`config.mk`:
```
export PLATFORM = sky130hd
export DESIGN_NAME = tile_drain
export DESIGN_NICKNAME = d
export VERILOG_FILES = /design/src/rtl/tile_drain.sv
export SDC_FILE = /design/constraint.sdc
export NUM_CORES = 1
export LEC_CHECK = 0
export ABC_AREA = 1
export ABC_CLOCK_PERIOD_IN_PS = 1200
export CORE_ASPECT_RATIO = 0.7
export CORE_MARGIN = 2
export CORE_UTILIZATION = 43
export DETAILED_ROUTE_END_ITERATION = 10
export GPL_ROUTABILITY_DRIVEN = 1
export PLACE_DENSITY = 0.76
export SLEW_MARGIN = 20
export SYNTH_ARGS = -nofsm -noshare
export SYNTH_HDL_FRONTEND = slang
export SYNTH_SLANG_ARGS = --single-unit
```
`constraint.sdc`:
```
create_clock -name clock -period 1.2 [get_ports clock]
set_input_delay 0.3 -clock clock [delete_from_list [all_inputs] [get_ports clock]]
set_output_delay 0.3 -clock clock [all_outputs]
set_load 0.01 [all_outputs]
```
`src/rtl/tile_drain.sv`:
```
`default_nettype none
// +--------------------------------------------------------------------------+
// | Module  : tile_drain                                                     |
// | Brief   : Captures one MAT_R-element result vector and streams it out    |
// |           one requantized (shift + saturate) element per beat.           |
// | Revision: 1.0 - initial release                                          |
// +--------------------------------------------------------------------------+
module tile_drain #(
  parameter int MAT_R       = 4,
  parameter int OUT_BITS    = 4,
  parameter int STREAM_BITS = 4,
  parameter int SHIFT       = 0,
  parameter int CNT_BITS    = 8
) (
  input  logic                      clock,
  input  logic                      reset,
  input  logic                      res_valid,
  output logic                      res_ready,
  input  logic [MAT_R*OUT_BITS-1:0] res_vec,
  output logic                      s_valid,
  input  logic                      s_ready,
  output logic [STREAM_BITS-1:0]    s_data,
  output logic [$clog2(MAT_R)-1:0]  s_index,
  output logic                      s_last,
  output logic [CNT_BITS-1:0]       vec_count
);

  localparam int c_idx_w = $clog2(MAT_R);
  localparam logic [c_idx_w-1:0] c_last_idx = c_idx_w'(MAT_R - 1);

  // Saturation bounds of the stream width, sign-extended to the input width.
  localparam logic signed [OUT_BITS-1:0] c_smax =
    {{(OUT_BITS-STREAM_BITS+1){1'b0}}, {(STREAM_BITS-1){1'b1}}};
  localparam logic signed [OUT_BITS-1:0] c_smin =
    {{(OUT_BITS-STREAM_BITS+1){1'b1}}, {(STREAM_BITS-1){1'b0}}};

  typedef enum logic [0:0] {
    ST_IDLE   = 1'b0,
    ST_STREAM = 1'b1
  } state_t;

  state_t                     r_state;
  state_t                     w_state_nxt;
  logic [c_idx_w-1:0]         r_idx;
  logic [OUT_BITS-1:0]        r_buf [MAT_R];
  logic [OUT_BITS-1:0]        w_in  [MAT_R];
  logic [CNT_BITS-1:0]        r_cnt;
  logic                       w_load;
  logic                       w_adv;
  logic                       w_done;
  logic                       w_is_last;
  logic signed [OUT_BITS-1:0] w_elem;
  logic signed [OUT_BITS-1:0] w_shr;
  logic [STREAM_BITS-1:0]     w_sat;

  generate
    for (genvar gi = 0; gi < MAT_R; gi++) begin : g_unpack
      assign w_in[gi] = res_vec[gi*OUT_BITS +: OUT_BITS];
    end
  endgenerate

  assign w_is_last = (r_idx == c_last_idx);
  assign w_elem    = r_buf[r_idx];
  assign w_shr     = w_elem >>> SHIFT;
  assign vec_count = r_cnt;

  always_comb begin
    if (w_shr > c_smax) begin
      w_sat = c_smax[STREAM_BITS-1:0];
    end else if (w_shr < c_smin) begin
      w_sat = c_smin[STREAM_BITS-1:0];
    end else begin
      w_sat = w_shr[STREAM_BITS-1:0];
    end
  end

  always_ff @(posedge clock or negedge reset) begin
    if (!reset) begin
      r_state <= ST_IDLE;
    end else begin
      r_state <= w_state_nxt;
    end
  end

  always_comb begin
    w_state_nxt = r_state;
    res_ready   = 1'b0;
    s_valid     = 1'b0;
    s_data      = '0;
    s_index     = '0;
    s_last      = 1'b0;
    w_load      = 1'b0;
    w_adv       = 1'b0;
    w_done      = 1'b0;
    case (r_state)
      ST_IDLE: begin
        // Gated so the handshake stays closed while reset is asserted.
        res_ready = reset;
        if (res_valid) begin
          w_load      = 1'b1;
          w_state_nxt = ST_STREAM;
        end
      end
      ST_STREAM: begin
        s_valid   = 1'b1;
        s_index   = r_idx;
        s_data    = w_sat;
        s_last    = w_is_last;
        res_ready = w_is_last & s_ready;
        if (s_ready) begin
          if (w_is_last) begin
            w_done = 1'b1;
            if (res_valid) begin
              w_load = 1'b1;
            end else begin
              w_state_nxt = ST_IDLE;
            end
          end else begin
            w_adv = 1'b1;
          end
        end
      end
      default: begin
        w_state_nxt = ST_IDLE;
      end
    endcase
  end

  always_ff @(posedge clock or negedge reset) begin
    if (!reset) begin
      r_idx <= '0;
      r_cnt <= '0;
      for (int i = 0; i < MAT_R; i++) begin
        r_buf[i] <= '0;
      end
    end else begin
      if (w_load) begin
        for (int i = 0; i < MAT_R; i++) begin
          r_buf[i] <= w_in[i];
        end
      end
      if (w_load || w_done) begin
        r_idx <= '0;
      end else if (w_adv) begin
        r_idx <= r_idx + 1'b1;
      end
      if (w_done) begin
        r_cnt <= r_cnt + 1'b1;
      end
    end
  end

endmodule
`default_nettype wire

```
==> results of run 1 <==
==> logic make-up after synthesis <==
| group | after synthesis |
|---|---|
| and+or+nand+nor | 104 |
| DFF | 27 |
| buffers and inverters | 19 |
| AOI/OAI and AO/OA | 15 |
| xor gates and xnor gates | 5 |
| adders and majority gates | 2 |
==> cell type report <==
type                       instances  area (µm²)  share of cell area (%)
clock buffer                       3        41.3                    1.95
tap                               38        47.5                    2.25
multi-input combinational        126         704                    33.3
timing repair buffer              69         586                    27.7
inverter                          13        53.8                    2.54
sequential                        27         677                    32.0
clock inverter                     1        5.00                   0.237
==> cell usage in the layout (no fill, tap or decap) <==
cell / instances
a21oi_2: 4
buf_12: 1
buf_2: 9
buf_4: 24
buf_6: 8
buf_8: 2
clkbuf_2: 6
clkbuf_8: 3
clkdlybuf4s50_1: 19
clkinv_2: 1
dfrtp_1: 26
dfrtp_2: 1
ha_1: 1
ha_4: 1
inv_1: 10
inv_2: 2
inv_6: 1
nand2_1: 55
nand2_2: 2
nand2_4: 1
nand2_8: 2
nand3_1: 17
nand3_2: 3
nand3_4: 1
nand3b_1: 1
nor2_1: 12
nor2_2: 8
nor2_4: 1
nor3_4: 1
o21ai_0: 1
o21ai_1: 10
xnor2_1: 1
xor2_1: 4
==> stage by stage <==
| step | cell area, µm² | setup TNS, ps | std cells | hold slack, ps |
|---|---|---|---|---|
| floorplan | 1420 | -4.73 | 172 | 4.41 |
| global placement | 1950 | -10540 | 262 | 461 |
| detailed placement | 1950 | -11190 | 262 | 463 |
| CTS | 2070 | -5310 | 273 | 476 |
| global route | 2110 | -12080 | 277 | 513 |
| finish | 2110 | -10210 | 277 | 476 |
==> path summary, 6_finish.rpt <==
kind | from | end | slack (ps) | cells after the start
setup reg to reg | r_idx[0]$_DFFE_PN0P_ | r_buf[13]$_DFFE_PN0P_ | -330 | 9
max in group asynchronous | reset | r_idx[1]$_DFFE_PN0P_ | 450 | 2
hold / removal | reset | vec_count[6]$_DFFE_PN0P_ | 480 | 2
hold reg to reg | r_buf[3]$_DFFE_PN0P_ | r_buf[3]$_DFFE_PN0P_ | 480 | 2
min in group clock | r_buf[3]$_DFFE_PN0P_ | r_buf[3]$_DFFE_PN0P_ | 480 | 2
setup / recovery | r_idx[0]$_DFFE_PN0P_ | res_ready | -460 | 6
==> worst max-delay path: stages (launching register included) <==
cell	delay, ps
dfrtp_1	430
buf_4	150
buf_6	110
ha_4	170
nand3_4	70
nand2_2	50
buf_6	110
==> Yosys cell counts <==
| master | instances |
|---|---|
| xnor2_1 | 1 |
| dfrtp_1 | 27 |
| ha_1 | 2 |
| buf_2 | 3 |
| inv_1 | 13 |
| nor2_4 | 1 |
| nand2_4 | 2 |
| xor2_1 | 4 |
| nor3_4 | 1 |
| buf_6 | 1 |
| nor2_1 | 20 |
| nand2_1 | 58 |
| nand3_1 | 20 |
| a21oi_1 | 4 |
| o21ai_0 | 11 |
| buf_4 | 2 |
| nand3_4 | 1 |
| nand3b_1 | 1 |
==> flip-flops by register name, indices dropped and copies added, names as in the netlist <==
signal / count
r_idx: 2
r_buf: 16
vec_count: 8
r_state: 1
==> metal layers <==
layer	vias to the layer above	global-route usage (%)	wire length [µm]
met5	-	0	0
met4	0	2.83	35
met2	33	31.5	1470
met3	4	4.34	184
li1	676	-	-
met1	586	27.4	1670
==> timing repair <==
item                                    4_1_cts  5_1_grt
endpoints found under the setup margin       42       44
cloned                                        1        1
pin swaps                                     5        4
gates resized for setup                      77       22
setup buffers                                 7        3
==> power breakdown <==
part | leakage, nW | switching [W] | total [W] | internal (W)
Sequential | 0.339 | 0.000225 | 0.00148 | 0.00126
Clock | 0.0255 | 0.000281 | 0.000514 | 0.000233
Combinational | 0.748 | 0.00127 | 0.00246 | 0.00120
Total | 1.11 | 0.00177 | 0.00446 | 0.00269
==> run_results.csv, run 1 <==
group,metric,value,unit
run_status,status,"finished with violations",
run_status,violations,"negative setup slack",
routing,ant_nets,0,
worst_setup_path,critPathRequiredTime,900,ps
clock_network,clock_sinks,27,
sta,slew_headroom,77.4,%
sta,rsz0062_at_grt,"true",
routing,wl_per_cell,12.1,µm
clock_network,cts-root-buf,"clkbuf_8",
job,drv_cap,0,
sta,fin_worst_skew,1.50,ps
finish,drive_gt1_share,34.3,%
worst_setup_path,critPathArrivalTime,1360,ps
sta,worst_pin_slew,338,ps
min_path,hold_class,"in2async",
global_route,antenna_found_initial,0,
clock_network,cts_tree,"built",
routing,routed_wl,3.36,mm
place,io_buffers,36,
global_route,grt_overflow_total,0,
global_route,grt_usage,19.4,%
worst_setup_path,path_class,"reg2out",
power,p_leak,1.11,nW
power,power_density,2110,mW/mm²
die,core.rowCount,17,
die,initial_core_util,44.4,%
place,place_hpwl,2.27,mm
global_route,grt_pass1_vias,1272,
finish,fin_nets,262,
logic_synthesis,syn_area,0.00138,mm²
finish,utilization,68.1,%
clock_network,cts_max_path_buffers,2,
clock_network,cts_hold_buf,0,
power,power.total,0.00446,W
die,die_height,51.4,µm
worst_setup_path,path_max_fanout,3,
logic_synthesis,ys_types,18,
logic_synthesis,synth_top_family_by_area,"simple AND/OR/NAND/NOR gates",
routing,route.detailed.drc,0,
logic_synthesis,ys_top_cells_by_area,"dfrtp_1 (49%), nand2_1 (16%), nand3_1 (7.3%)",
logic_synthesis,synth_compound_area_share,5.45,%
logic_synthesis,ys_seq_area_share,49.0,%
logic_synthesis,synth_top_cell_area_share,49.0,%
routing,first_pass_iters,4,
routing,drt-initial-drc-count,93,
logic_synthesis,synth-seq-cells,27,
routing,vias,1299,
logic_synthesis,yosys.area_share.simple,34.0,%
logic_synthesis,synth.mux.area_fraction,0,%
finish,diodes,0,
die,die_w,71.7,µm
die,placeableCoreArea,0.00311,mm²
logic_synthesis,synth_fa_ha_area_share,1.82,%
finish,syn_to_final_growth,53.5,%
logic_synthesis,yosysWarnings,0,
routing,viasPerCell,4.69,
global_route,grt_max_degree,28,
global_route,grt_pass1_wl,5.57,mm
clock_network,htree_levels,1,
power,peakVddDrop,0.935,mV
clock_network,numCtsBuffers,3,
logic_synthesis,netlist_instances,172,
logic_synthesis,yosysTopAreaCell,"dfrtp_1",
logic_synthesis,yosys.area_share.xor_xnor,3.18,%
place,globalplace.congestion,0.811,
logic_synthesis,syn_nets,194,
worst_setup_path,start_kind,"flip-flop",
sta,fin_ws,-457,ps
sta,fmax,0.603,GHz
sta,fin_crit_sh,138,%
place,pre_cts_slack,-590,ps
finish,fillers,232,
logic_synthesis,syn_avg_cell_area,8.01,µm²
die,io_pins,37,
worst_setup_path,end_kind,"primary output",
clock_network,clkSlewWorstSetupHoldPaths,90,ps
sta,hold_viol_final,0,
sta,period_needed,1660,ps
die,dieArea,0.00368,mm²
clock_network,clk_latency,270,ps
sta,setup_viol,36,
sta,maxSlewViolCount,0,
Power figures use the tool's default switching activity.
==> run 2: changes to the inputs <==
Settings changed: PLACE_DENSITY 0.76 to 0.75.
==> run 2 against run 1 <==
  * The run still ends with negative setup slack left
  * Global-route usage is 2.1 points higher
  * Critical path depth stayed put
  * Utilization rose by 2.1 points
  * Cell count decreased by 0.72%
  * Hold slack lost 27 ps
  * Via count rose by 5.9%
  * Clock skew is 2.1 ps higher
  * Register-to-register slack got worse by 50 ps
  * Sequential power about the same
  * Critical path type unchanged
  * Critical endpoint unchanged
  * Largest cell class unchanged
==> run_results.csv, run 2 (synthesis results as in run 1) <==
group,metric,value,unit
run_status,status,"finished with violations",
run_status,violations,"negative setup slack",
die,core.rowCount,17,
die,placeableCoreArea,0.00311,mm²
power,switching_share,40.1,%
global_route,grt_pass1_vias,1376,
global_route,grt_overflow_total,0,
finish,syn_to_final_growth,58.2,%
power,power_density,2130,mW/mm²
finish,post-route-cell-area,0.00218,mm²
job,drv_cap,0,
clock_network,cts_tree,"built",
routing,viasPerCell,5.00,
finish,top_register,"r_buf",
finish,drive_gt1_share,41.4,%
routing,routed_wl,3.78,mm
finish,diodes,0,
clock_network,clock_sinks,27,
sta,slew_headroom,76.5,%
place,globalplace.congestion,0.842,
clock_network,cts_max_path_buffers,2,
sta,maxSlewViolCount,0,
clock_network,htree_levels,1,
clock_network,clkSlewWorstSetupHoldPaths,90,ps
routing,route.detailed.drc,0,
routing,wl_per_cell,13.7,µm
worst_setup_path,path_class,"reg2out",
routing,ant_nets,0,
routing,drt-initial-drc-count,86,
sta,rsz0062_at_grt,"true",
power,p_int,0.00278,W
place,placed_area,0.00195,mm²
die,io_pins,37,
global_route,grt_pass1_wl,6.24,mm
power,combPwrFrac,56.2,%
power,switching_power,0.00186,W
global_route,grt_usage,21.6,%
sta,period_needed,1720,ps
sta,fmax,0.581,GHz
power,peakVddDrop,1.06,mV
finish,fillers,224,
finish,mostFrequentLayoutCells,"nand2_1 (53), dfrtp_1 (25), buf_4 (21)",
die,dieArea,0.00368,mm²
sta,fin_crit_sh,143,%
finish,fin_nets,260,
power,pwr-share-clk,11.4,%
worst_setup_path,rr_worst_depth,9,
worst_setup_path,cp_cell_sequence,"buf_4 > buf_6 > ha_4 > nand3_4 > nand2_1 > buf_2",
global_route,antenna_found_initial,0,
die,die_height,51.4,µm
finish,layout.cells.non_filler,275,
sta,worst_pin_slew,353,ps
worst_setup_path,critPathRequiredTime,900,ps
die,initial_core_util,44.4,%
min_path,hold_class,"in2async",
sta,fin_worst_skew,3.64,ps
sta,hold_viol_final,0,
place,io_buffers,36,
finish,largest_reg_flops,16,
worst_setup_path,critical_path.max_stage_delay,470,ps
routing,vias,1376,
power,p_leak,1.10,nW
place,place_hpwl,2.47,mm
clock_network,clk_latency,270,ps
global_route,grt_max_degree,28,
worst_setup_path,critPathArrivalTime,1420,ps
finish,final_common_cell,"nand2_1",
sta,setup_viol,36,
power,seqPwrFrac,32.4,%
sta,fin_ws,-521,ps
clock_network,numCtsBuffers,3,
routing,first_pass_iters,4,
worst_setup_path,start_kind,"flip-flop",
worst_setup_path,path_max_fanout,3,
die,die_w,71.7,µm
clock_network,cts-root-buf,"clkbuf_8",
worst_setup_path,slowest_stage,"dfrtp_2",
place,dp.cells,261,
worst_setup_path,end_kind,"primary output",
-- run 2: layout make-up --
class / count / area [µm²] / share of cell area [%]
flip-flops and latches: 27 / 678 / 31.1
well taps: 38 / 47.5 / 2.18
multi-input cells: 126 / 767 / 35.2
clock buffers: 3 / 41.3 / 1.89
clock inverters: 1 / 5.00 / 0.230
inverters: 13 / 53.8 / 2.47
repair buffers: 67 / 587 / 26.9
-- run 2: repair_timing --
| item | 4_1_cts | 5_1_grt |
|---|---|---|
| cloned | 2 | 0 |
| resized for setup | 99 | 17 |
| endpoints found under the setup margin | 42 | 43 |
| buffers inserted | 7 | 3 |
| pin swaps | 15 | 6 |
| endpoints found under the hold margin | 0 | 0 |
| hold buffers | 0 | 0 |
-- run 2: worst paths after layout --
path                                      startpoint                        to  slack, ps
worst max-delay path            r_idx[0]$_DFFE_PN0P_                 res_ready       -520
max in group asynchronous                      reset      r_idx[0]$_DFFE_PN0P_        460
worst min-delay path                           reset  vec_count[5]$_DFFE_PN0P_        450
worst max register to register  r_idx[0]$_DFFE_PN0P_     r_buf[12]$_DFFE_PN0P_       -380
worst min register to register  r_buf[4]$_DFFE_PN0P_      r_buf[4]$_DFFE_PN0P_        490
min in group clock              r_buf[4]$_DFFE_PN0P_      r_buf[4]$_DFFE_PN0P_        490
-- run 2: power groups by stage --
stage / Sequential (W) / Clock (W) / Combinational, W
after floorplan: 0.00151 / 0 / 0.00117
after global placement: 0.00148 / 0 / 0.00218
after detailed placement: 0.00149 / 0 / 0.00223
after CTS: 0.00149 / 0.000531 / 0.00248
after global routing: 0.00154 / 0.000564 / 0.00287
final: 0.00151 / 0.000527 / 0.00261
-- run 2: critical path, delay by kind of cell (launching register included) --
kind | cells | cell delay (ps)
flops | 1 | 470
buf+inv | 3 | 400
fa+ha+maj | 1 | 170
simple gates | 2 | 110
-- run 2: routing by layer --
layer  part of all wire [%]  vias up  GRT usage [%]
li1                       -      673              -
met1                     47      661           30.1
met2                     48       40           36.1
met3                    5.0        2           4.54
met4                   0.45        0           1.89
met5                      0        -              0
-- run 2: stage by stage --
step | total power, W | setup TNS, ps | util, % | setup WS, ps | hold slack [ps]
detailed placement | 0.00373 | -11800 | 62.7 | -610 | 466
global placement | 0.00367 | -10560 | 62.7 | -591 | 456
global route | 0.00497 | -14050 | 70.2 | -565 | 488
floorplan | 0.00268 | -4.73 | - | -4.73 | 4.41
finish | 0.00464 | -12000 | 70.2 | -521 | 448
CTS | 0.00451 | -6200 | 70.1 | -469 | 454
